===== config.mk =====
export PLATFORM = sky130hd
export DESIGN_NAME = bcd_stream_converter
export DESIGN_NICKNAME = d
export VERILOG_FILES = /design/src/rtl/bcd_pkg.sv /design/src/rtl/bcd_shift_step.sv /design/src/rtl/bcd_stream_converter.sv
export SDC_FILE = /design/constraint.sdc
export NUM_CORES = 1
export LEC_CHECK = 0
export BUFFER_PORTS_ARGS = -buffer_cell sky130_fd_sc_hd__buf_2
export CAP_MARGIN = 20
export CORE_AREA = 3 3 84 86
export CTS_BUF_LIST = sky130_fd_sc_hd__clkbuf_8
export DETAILED_ROUTE_END_ITERATION = 6
export DIE_AREA = 0 0 87 89
export GPL_TIMING_DRIVEN = 0
export PLACE_DENSITY = 0.7
export SYNTH_ARGS = -nofsm -noshare
export SYNTH_HDL_FRONTEND = slang
export SYNTH_SLANG_ARGS = --single-unit

===== constraint.sdc =====
create_clock -name clk_i -period 2.2 [get_ports clk_i]
set_clock_uncertainty 0.1 [all_clocks]
set_input_delay 0.11 -clock clk_i [delete_from_list [all_inputs] [get_ports clk_i]]
set_output_delay 0.11 -clock clk_i [all_outputs]
set_load 0.03 [all_outputs]

===== src/rtl/bcd_pkg.sv =====
// Shared types and helpers for the sequential double-dabble BCD converter.
// Optional signed-operand support is controlled by the BCD_SIGNED_EN macro in the top module.
package bcd_pkg;

  localparam int BCD_DIGIT_W = 4;

  typedef enum logic [1:0] {
    IDLE  = 2'd0,
    SHIFT = 2'd1,
    HOLD  = 2'd2
  } state_e;

  // Double-dabble correction: a digit of 5 or more would reach 10+ after the shift.
  function automatic logic [3:0] add3_adjust(input logic [3:0] digit);
    return (digit >= 4'd5) ? digit + 4'd3 : digit;
  endfunction

endpackage


===== src/rtl/bcd_shift_step.sv =====
// One double-dabble micro-step: per-digit +3 adjust, then a 1-bit shift-in of the next operand bit.
// Purely combinational; the top chains BPC of these per clock (BCD_SIGNED_EN has no effect here).
module bcd_shift_step
  import bcd_pkg::*;
#(
  parameter int DIGITS = 5
) (
  input  logic [BCD_DIGIT_W*DIGITS-1:0] acc_in,
  input  logic                          bin_msb,
  output logic [BCD_DIGIT_W*DIGITS-1:0] acc_out,
  output logic                          ovf_out
);

  localparam int ACC_W = BCD_DIGIT_W * DIGITS;

  logic [ACC_W-1:0] adjusted;

  for (genvar d = 0; d < DIGITS; d++) begin : g_digit
    assign adjusted[d*BCD_DIGIT_W +: BCD_DIGIT_W] = add3_adjust(acc_in[d*BCD_DIGIT_W +: BCD_DIGIT_W]);
  end

  assign acc_out = {adjusted[ACC_W-2:0], bin_msb};
  assign ovf_out = adjusted[ACC_W-1];

endmodule


===== src/rtl/bcd_stream_converter.sv =====
// Handshaked sequential binary-to-BCD converter with sticky overflow detection.
// Define BCD_SIGNED_EN to treat binary_i as two's complement and expose sign_o.
module bcd_stream_converter
  import bcd_pkg::*;
#(
  parameter int BIN_W  = 16,
  parameter int DIGITS = 5,
  parameter int BPC    = 1
) (
  input  logic                          clk_i,
  input  logic                          reset_ni,
  input  logic                          start_i,
  input  logic [BIN_W-1:0]              binary_i,
  output logic                          ready_o,
  output logic                          valid_o,
  input  logic                          ack_i,
  output logic [BCD_DIGIT_W*DIGITS-1:0] bcd_o,
  output logic                          overflow_o
`ifdef BCD_SIGNED_EN
  ,
  output logic                          sign_o
`endif
);

  localparam int ACC_W = BCD_DIGIT_W * DIGITS;
  localparam int STEPS = BIN_W / BPC;
  localparam int CNT_W = $clog2(STEPS + 1);
  localparam logic [CNT_W-1:0] CNT_LOAD = CNT_W'(STEPS - 1);

  state_e           state_q, state_d;
  logic [CNT_W-1:0] cnt_q, cnt_d;
  logic [BIN_W-1:0] bin_q, bin_d;
  logic [ACC_W-1:0] acc_q, acc_d;
  logic             ovf_q, ovf_d;
  logic [ACC_W-1:0] bcd_q, bcd_d;
  logic             ovfOut_q, ovfOut_d;

  logic [BIN_W-1:0] operand;
  logic [ACC_W-1:0] accChain [BPC+1];
  logic [BPC-1:0]   ovfChain;
  logic             stepOvf;

`ifdef BCD_SIGNED_EN
  // Negating in BIN_W bits maps the most negative value onto its own unsigned magnitude.
  assign operand = binary_i[BIN_W-1] ? (BIN_W'(0) - binary_i) : binary_i;
`else
  assign operand = binary_i;
`endif

  assign accChain[0] = acc_q;
  for (genvar g = 0; g < BPC; g++) begin : g_step
    bcd_shift_step #(.DIGITS(DIGITS)) u_step (
      .acc_in (accChain[g]),
      .bin_msb(bin_q[BIN_W-1-g]),
      .acc_out(accChain[g+1]),
      .ovf_out(ovfChain[g])
    );
  end
  assign stepOvf = |ovfChain;

  always_comb begin
    state_d  = state_q;
    cnt_d    = cnt_q;
    bin_d    = bin_q;
    acc_d    = acc_q;
    ovf_d    = ovf_q;
    bcd_d    = bcd_q;
    ovfOut_d = ovfOut_q;
    case (state_q)
      IDLE: begin
        if (start_i) begin
          state_d = SHIFT;
          bin_d   = operand;
          acc_d   = '0;
          ovf_d   = 1'b0;
          cnt_d   = CNT_LOAD;
        end
      end
      SHIFT: begin
        acc_d = accChain[BPC];
        bin_d = bin_q << BPC;
        ovf_d = ovf_q | stepOvf;
        cnt_d = cnt_q - 1'b1;
        if (cnt_q == '0) begin
          state_d  = HOLD;
          bcd_d    = accChain[BPC];
          ovfOut_d = ovf_q | stepOvf;
        end
      end
      HOLD: begin
        if (ack_i) state_d = IDLE;
      end
      default: state_d = IDLE;
    endcase
  end

  always_ff @(posedge clk_i or negedge reset_ni) begin
    if (!reset_ni) begin
      state_q  <= IDLE;
      cnt_q    <= '0;
      bin_q    <= '0;
      acc_q    <= '0;
      ovf_q    <= 1'b0;
      bcd_q    <= '0;
      ovfOut_q <= 1'b0;
    end else begin
      state_q  <= state_d;
      cnt_q    <= cnt_d;
      bin_q    <= bin_d;
      acc_q    <= acc_d;
      ovf_q    <= ovf_d;
      bcd_q    <= bcd_d;
      ovfOut_q <= ovfOut_d;
    end
  end

`ifdef BCD_SIGNED_EN
  logic signCap_q;
  logic sign_q;

  // Sign is captured on acceptance but only published on HOLD entry, alongside the digits.
  always_ff @(posedge clk_i or negedge reset_ni) begin
    if (!reset_ni) begin
      signCap_q <= 1'b0;
      sign_q    <= 1'b0;
    end else begin
      if (state_q == IDLE && start_i) signCap_q <= binary_i[BIN_W-1];
      if (state_q == SHIFT && cnt_q == '0) sign_q <= signCap_q;
    end
  end

  assign sign_o = sign_q;
`endif

  assign ready_o    = (state_q == IDLE);
  assign valid_o    = (state_q == HOLD);
  assign bcd_o      = bcd_q;
  assign overflow_o = ovfOut_q;

endmodule


==> results of run 1 <==
==> cells in the mapped netlist <==
cell	instances	area, um2
sky130_fd_sc_hd__mux2_2	11	124
sky130_fd_sc_hd__buf_6	2	22.5
sky130_fd_sc_hd__dfrtp_1	65	1630
sky130_fd_sc_hd__a211oi_1	1	7.51
sky130_fd_sc_hd__buf_1	1	3.75
sky130_fd_sc_hd__o21bai_1	1	7.51
sky130_fd_sc_hd__xnor2_1	5	43.8
sky130_fd_sc_hd__o21ai_1	11	55.1
sky130_fd_sc_hd__o21ai_2	1	8.76
sky130_fd_sc_hd__nand3_1	5	25.0
sky130_fd_sc_hd__a31oi_1	1	6.26
sky130_fd_sc_hd__nor2b_1	15	93.8
sky130_fd_sc_hd__nand2b_1	8	50.1
sky130_fd_sc_hd__buf_4	1	7.51
sky130_fd_sc_hd__nand2_4	1	11.3
sky130_fd_sc_hd__nor3b_1	10	75.1
sky130_fd_sc_hd__nor2_1	3	11.3
sky130_fd_sc_hd__o21ai_0	42	210
sky130_fd_sc_hd__nor4b_1	1	8.76
sky130_fd_sc_hd__a22oi_1	16	120
sky130_fd_sc_hd__and2b_1	2	15.0
sky130_fd_sc_hd__nor3_1	6	30.0
sky130_fd_sc_hd__nand2_1	29	109
sky130_fd_sc_hd__buf_2	7	35.0
sky130_fd_sc_hd__a22o_1	7	61.3
sky130_fd_sc_hd__ha_1	11	138
sky130_fd_sc_hd__a21oi_1	33	165
sky130_fd_sc_hd__o22ai_1	1	6.26
sky130_fd_sc_hd__inv_1	13	48.8
sky130_fd_sc_hd__nor4b_4	1	23.8
sky130_fd_sc_hd__nor4_1	1	6.26
sky130_fd_sc_hd__clkbuf_1	5	18.8
==> flip-flops by register name, summed over array words and instances (netlist names) <==
signal	count
acc_q	20
bcd_o	20
bin_q	16
cnt_q	5
state_q	2
overflow_o	1
ovf_q	1
==> tightest hold or removal path: stages <==
cell,delay (ps)
sky130_fd_sc_hd__buf_2,80
sky130_fd_sc_hd__a21oi_1,60
sky130_fd_sc_hd__o21ai_0,160
==> worst max-delay path by stage <==
stage | slack (ps) | cells after the start | endpoint
after floorplan | 570 | 6 | acc_q[2]
after global placement | 410 | 7 | bcd_o[8]
after detailed placement | 390 | 7 | bcd_o[10]
after CTS | 380 | 6 | bcd_o[10]
after global routing | 200 | 6 | acc_q[2]
final | 390 | 7 | bcd_o[10]
==> layer usage <==
layer	share of wire	GRT usage
met5	0	0
met4	0.017	0.102
met3	0.032	0.0276
met2	0.49	0.328
met1	0.46	0.252
==> logic make-up (layout without fill, tap and decap cells) <==
kind of cell	count (synthesis)	after routing	share of synthesized area
AOI/OAI and AO/OA	114	114	0.204
and+or+nand+nor	82	82	0.145
DFF	65	65	0.512
buffers and inverters	29	103	0.0429
adders and majority gates	11	11	0.0433
muxes	11	11	0.0390
xor gates and xnor gates	5	5	0.0138
==> cells in the final DEF (no fill, tap or decap) <==
master / count
sky130_fd_sc_hd__nor4b_4: 1
sky130_fd_sc_hd__buf_6: 2
sky130_fd_sc_hd__a22oi_1: 16
sky130_fd_sc_hd__nor3b_1: 10
sky130_fd_sc_hd__xnor2_1: 5
sky130_fd_sc_hd__clkbuf_1: 5
sky130_fd_sc_hd__nor2_1: 3
sky130_fd_sc_hd__nand2b_1: 8
sky130_fd_sc_hd__nor2b_1: 15
sky130_fd_sc_hd__nand3_1: 5
sky130_fd_sc_hd__dlygate4sd3_1: 16
sky130_fd_sc_hd__buf_4: 2
sky130_fd_sc_hd__bufinv_16: 2
sky130_fd_sc_hd__clkbuf_8: 9
sky130_fd_sc_hd__a211oi_1: 1
sky130_fd_sc_hd__mux2_2: 11
sky130_fd_sc_hd__buf_2: 48
sky130_fd_sc_hd__nor4b_1: 1
sky130_fd_sc_hd__a22o_1: 7
sky130_fd_sc_hd__o21ai_2: 1
sky130_fd_sc_hd__o21ai_1: 11
sky130_fd_sc_hd__and2b_1: 2
sky130_fd_sc_hd__nand2_4: 1
sky130_fd_sc_hd__o21bai_1: 1
sky130_fd_sc_hd__clkinv_2: 1
sky130_fd_sc_hd__ha_1: 11
sky130_fd_sc_hd__buf_1: 1
sky130_fd_sc_hd__dfrtp_1: 65
sky130_fd_sc_hd__nor3_1: 6
sky130_fd_sc_hd__o22ai_1: 1
sky130_fd_sc_hd__inv_1: 17
sky130_fd_sc_hd__nor4_1: 1
sky130_fd_sc_hd__o21ai_0: 42
sky130_fd_sc_hd__a31oi_1: 1
sky130_fd_sc_hd__nand2_1: 29
sky130_fd_sc_hd__a21oi_1: 33
==> per-stage QoR <==
step                power, mW  std cells
finish                   5.77        468
global route             6.23        468
CTS                      5.82        468
detailed placement       4.73        436
global placement         4.61        436
floorplan                4.01        317
==> power by group through the flow <==
stage / Combinational [mW] / Clock [mW] / Sequential [mW]
2_1_floorplan: 1.56 / 0 / 2.46
3_3_place_gp: 2.45 / 0 / 2.16
3_5_place_dp: 2.54 / 0 / 2.18
6_report: 2.54 / 1.05 / 2.17
4_1_cts: 2.57 / 1.08 / 2.17
5_1_grt: 2.86 / 1.12 / 2.25
==> timing repair <==
action	4_1_cts	5_1_grt
hold buffers	16	0
endpoints found under the setup margin	0	0
buffers inserted	0	0
hold endpoints to repair	80	0
==> final cells by class <==
cell class / instances / share of cell area
sequential: 65 / 0.423
clock buffer: 9 / 0.0322
buffer: 16 / 0.0228
multi-input combinational: 223 / 0.367
tap: 77 / 0.0250
timing repair buffer: 58 / 0.0969
clock inverter: 7 / 0.0208
inverter: 13 / 0.0127
==> results.txt, run 1 <==
Largest fanout on the critical path = 10
Slew @ Worst Pin = 811 ps
Antenna diode instance count = 0
Post-Syn Nets = 348
Clk sinks = 65
Clock transition at the register clock pins on the worst setup and hold paths after CTS = 70 ps
CTS tree = done
Area used by multi-input combinational logic = 1410 um2
Gate power share = 0.441
Die span in y = 89 um
Clock tree buffer depth = 2
Switching part of the total power = 0.415
Filler cell count = 528
Starting utilization of the core area = 0.500
Portion of total power attributed to the clock network = 0.183
Min-Delay Startpoint = binary_i[1]
Minimum hold slack = 15.7 ps
Via count = 2566
Crit Reg-Reg Endpoint = bcd_o[10]
Pwr/cell area = 1500 nW/um2
Mean Syn Cell Area = 10.0 um2
Data arrival time of the critical path = 1930 ps
Post-synthesis cell count = 317
Fin crit period = 1810 ps
Origin of the worst setup path = cnt_q[0]
Highest clock rate = 553 MHz
Synthesized flop and latch total = 65
Post-detailed-route wirelength per cell = 14.9 um
List of cells traversed by the critical path = inv_1, ha_1, nor4b_4, nand2_4, buf_4, nand2_1, o21ai_0
Via count of the first global-routing pass = 2550
WS Path Type = reg -> reg
Post-Route WL = 6990 um
Clock latency reported for the late side of the worst-skew pair = 340 ps
Final weighted congestion in routability-driven placement = 0.807
Core Util, Final = 0.606
Cells on Worst Hold Path = 3
Least setup slack across all paths after layout = 392 ps
Post-place instance area = 3480 um2
Layout cell share with drive strength beyond 1 = 0.199
Pin count of the biggest net entering global routing = 66
Fraction of the yosys area taken by sequential cells = 0.512
Slowest stage cell on the critical path = sky130_fd_sc_hd__dfrtp_1
Crit path buffers/inverters = 2
Final setup violation count = 0
Family of cells with the greatest summed delay on the critical path = simple AND/OR/NAND/NOR gates
Headroom to the max-slew limit = 0.459
Hold Fails Final Rpt = 0
Hold path endpoint = bin_q[1]
Fin crit share = 0.822
Core outline area = 6350 um2
Final slew viol count = 0
Total Routing Usage GR = 0.197
Required time worst endpoint = 2320 ps
Hold crit path type = in -> reg
IO Port Bufs = 42
Highest cell delay on the worst timing path = 410 ps
Worst reg2reg startpoint = cnt_q[0]
Unique masters post-synth = 32
Area of the mapped netlist = 3180 um2
Global-route congestion overflow total = 0
Slack of the worst reg-to-reg path = 390 ps
Lkg Pwr = 1.81 nW
Pre-Repair DR Iteration Count = 4
DIE AREA = 7740 um2
Worst Reg-to-Reg Cells = 7
Initial antenna violation count = 0
Setup slack after placement = 389 ps
Relative contribution of sequential cells to total power = 0.376
Relative area change from synthesis to final layout = 21.2%
Final routed DRC violation total = 0
Syn. warnings = 0
Post-DRT Antenna Nets = 0
Routed via count divided by cell count = 5.48
Number of placed I/O pins = 43
Root buffer selected by CTS = sky130_fd_sc_hd__clkbuf_8
Die X-Extent = 87 um
Critical path endpoint category = flip-flop
Run status = finished clean
Worst setup SP type = flip-flop
First-pass GRT wire length = 11900 um
Total Nets Final = 417
Unrepaired setup endpoints after global routing = false
Reported net switching power = 2.40 mW
Quantity of gates resized following cts = 0
Std-Cell Rows = 29
Sequential cell area = 1630 um2
First DRT Iteration DRCs = 166
Peak supply drop = 0.680 mV
Fin Setup TNS = 0 ps
Inserted Clock Buffers = 9
Detailed-placement wirelength estimate = 4660 um
MaxCap Viol Count = 0
Pint = 3.38 mW
Max H-tree Level = 3
Final standard cell area without fillers = 3850 um2
Power figures use the tool's default switching activity.
==> run 2: changes to the inputs <==
- clock period: 2.2 -> 1.87 ns (I/O delays scaled with it)
==> results.txt, run 2 (synthesis gave the netlist of run 1 again) <==
Run status = finished clean
DIE AREA = 7740 um2
Final setup violation count = 0
Crit path buffers/inverters = 1
Pre-Repair DR Iteration Count = 4
Headroom to the max-slew limit = 0.459
Total Routing Usage GR = 0.198
Detailed-placement wirelength estimate = 4660 um
Initial antenna violation count = 0
Clock tree buffer depth = 2
Global-route congestion overflow total = 0
Slew @ Worst Pin = 811 ps
Post-place instance area = 3480 um2
Worst Setup EP = acc_q[6]
Worst reg2reg startpoint = acc_q[4]
Routed via count divided by cell count = 5.51
Std-Cell Rows = 29
Pin count of the biggest net entering global routing = 66
Final standard cell area without fillers = 3900 um2
Fin crit period = 1780 ps
Switching part of the total power = 0.418
Root buffer selected by CTS = sky130_fd_sc_hd__clkbuf_8
Global-route track usage on met3 = 0.0276
Reported net switching power = 2.87 mW
Required time worst endpoint = 2020 ps
Slowest stage cell on the critical path = sky130_fd_sc_hd__dfrtp_1
Via count of the first global-routing pass = 2558
Highest cell delay on the worst timing path = 430 ps
Met1 track utilization from global routing = 0.255
Peak supply drop = 0.814 mV
Hold Fails Final Rpt = 0
Number of placed I/O pins = 43
Starting utilization of the core area = 0.500
Pwr/cell area = 1760 nW/um2
Overall power consumption = 6.87 mW
Cell depth of the worst setup path = 6
Via count = 2601
Die span in y = 89 um
Relative contribution of sequential cells to total power = 0.374
Hold crit path type = in -> reg
Clock transition at the register clock pins on the worst setup and hold paths after CTS = 70 ps
Fin Setup TNS = 0 ps
Most frequent cells in the layout = sky130_fd_sc_hd__dfrtp_1 (64), sky130_fd_sc_hd__buf_2 (48), sky130_fd_sc_hd__o21ai_0 (42)
Unrepaired setup endpoints after global routing = false
Family of cells with the greatest summed delay on the critical path = flip-flops
List of cells traversed by the critical path = inv_1, ha_1, nand2b_1, a21oi_1, mux2_2, o21ai_0
Worst Reg-to-Reg Cells = 6
Crit Reg-Reg Endpoint = acc_q[6]
Critical path endpoint category = flip-flop
M2 GR Usage = 0.329
Post-DRT Antenna Nets = 0
Peak-usage layer in the global routing report = met2
Layout cell share with drive strength beyond 1 = 0.223
Worst setup SP type = flip-flop
Total Nets Final = 421
WS Path Type = reg -> reg
Clk sinks = 65
Max H-tree Level = 3
Slack of the worst reg-to-reg path = 90 ps
Inserted Clock Buffers = 9
Post-Route WL = 7190 um
Relative area change from synthesis to final layout = 22.9%
Final slew viol count = 0
Largest fanout on the critical path = 5
MaxCap Viol Count = 0
Highest clock rate = 561 MHz
IO Port Bufs = 42
First DRT Iteration DRCs = 180
Antenna diode instance count = 0
Min-Delay Startpoint = binary_i[11]
Data arrival time of the critical path = 1930 ps
Pint = 4.00 mW
First-pass GRT wire length = 11900 um
Die X-Extent = 87 um
Final weighted congestion in routability-driven placement = 0.807
Origin of the worst setup path = acc_q[4]
Clock latency reported for the late side of the worst-skew pair = 340 ps
Fin crit share = 0.952
CTS tree = done
Lkg Pwr = 1.82 nW
Portion of total power attributed to the clock network = 0.181
Most frequent standard cell in the layout excluding fill and tap cells = sky130_fd_sc_hd__dfrtp_1
Post-detailed-route wirelength per cell = 15.2 um
Gate power share = 0.445
Core outline area = 6350 um2
Final routed DRC violation total = 0
run 2: worst min-delay path by stage:
stage	endpoint	slack (ps)	cells past startpoint
6_report	bin_q[11]	10	3
5_1_grt	bin_q[11]	20	3
4_1_cts	bin_q[11]	6	3
3_5_place_dp	bin_q[13]	150	1
3_3_place_gp	state_q[1]	200	2
2_1_floorplan	acc_q[0]	-300	0
run 2: through the flow:
| stage | utilization | setup slack, ps | std cells | hold slack (ps) |
|---|---|---|---|---|
| global route | 0.614 | 0.820 | 472 | 20.6 |
| detailed placement | 0.549 | 58.8 | 436 | 145 |
| global placement | 0.548 | 79.4 | 436 | 196 |
| CTS | 0.608 | 48.2 | 469 | 6.06 |
| floorplan | - | 241 | 317 | -302 |
| finish | 0.614 | 88.9 | 472 | 10.4 |
run 2: power by group through the flow:
| stage | sequential [mW] | clock (mW) | combinational (mW) |
|---|---|---|---|
| 6_report | 2.57 | 1.25 | 3.06 |
| 4_1_cts | 2.55 | 1.28 | 3.03 |
| 3_3_place_gp | 2.54 | 0 | 2.89 |
| 5_1_grt | 2.66 | 1.32 | 3.42 |
| 3_5_place_dp | 2.57 | 0 | 2.99 |
| 2_1_floorplan | 2.89 | 0 | 1.83 |
run 2: repair_timing:
item / CTS / global route
buffers inserted: 0 / 2
resized for setup: 0 / 7
endpoints found under the setup margin: 0 / 16
endpoints found under the hold margin: 81 / 0
hold buffers: 17 / 0
run 2: layout make-up:
cell class | count | area (um2)
Multi-Input combinational cell | 224 | 1440
Tap cell | 77 | 96.3
Inverter | 13 | 48.8
Timing Repair Buffer | 61 | 398
Clock buffer | 9 | 124
Clock inverter | 7 | 80.1
Fill cell | 522 | 2450
Buffer | 16 | 87.6
Sequential cell | 65 | 1630
run 2: metal layers:
metal,vias to the layer above,part of all wire
met5,-,0
met1,1281,0.46
met4,0,0.020
li1,1269,-
met2,40,0.49
met3,11,0.029
run 2: worst reg2reg max path, stage by stage (launching register included):
cell                       delay, ps
sky130_fd_sc_hd__dfrtp_1         430
sky130_fd_sc_hd__inv_1            80
sky130_fd_sc_hd__ha_1            240
sky130_fd_sc_hd__nand2b_1         90
sky130_fd_sc_hd__a21oi_1         230
sky130_fd_sc_hd__mux2_2          380
sky130_fd_sc_hd__o21ai_0         150
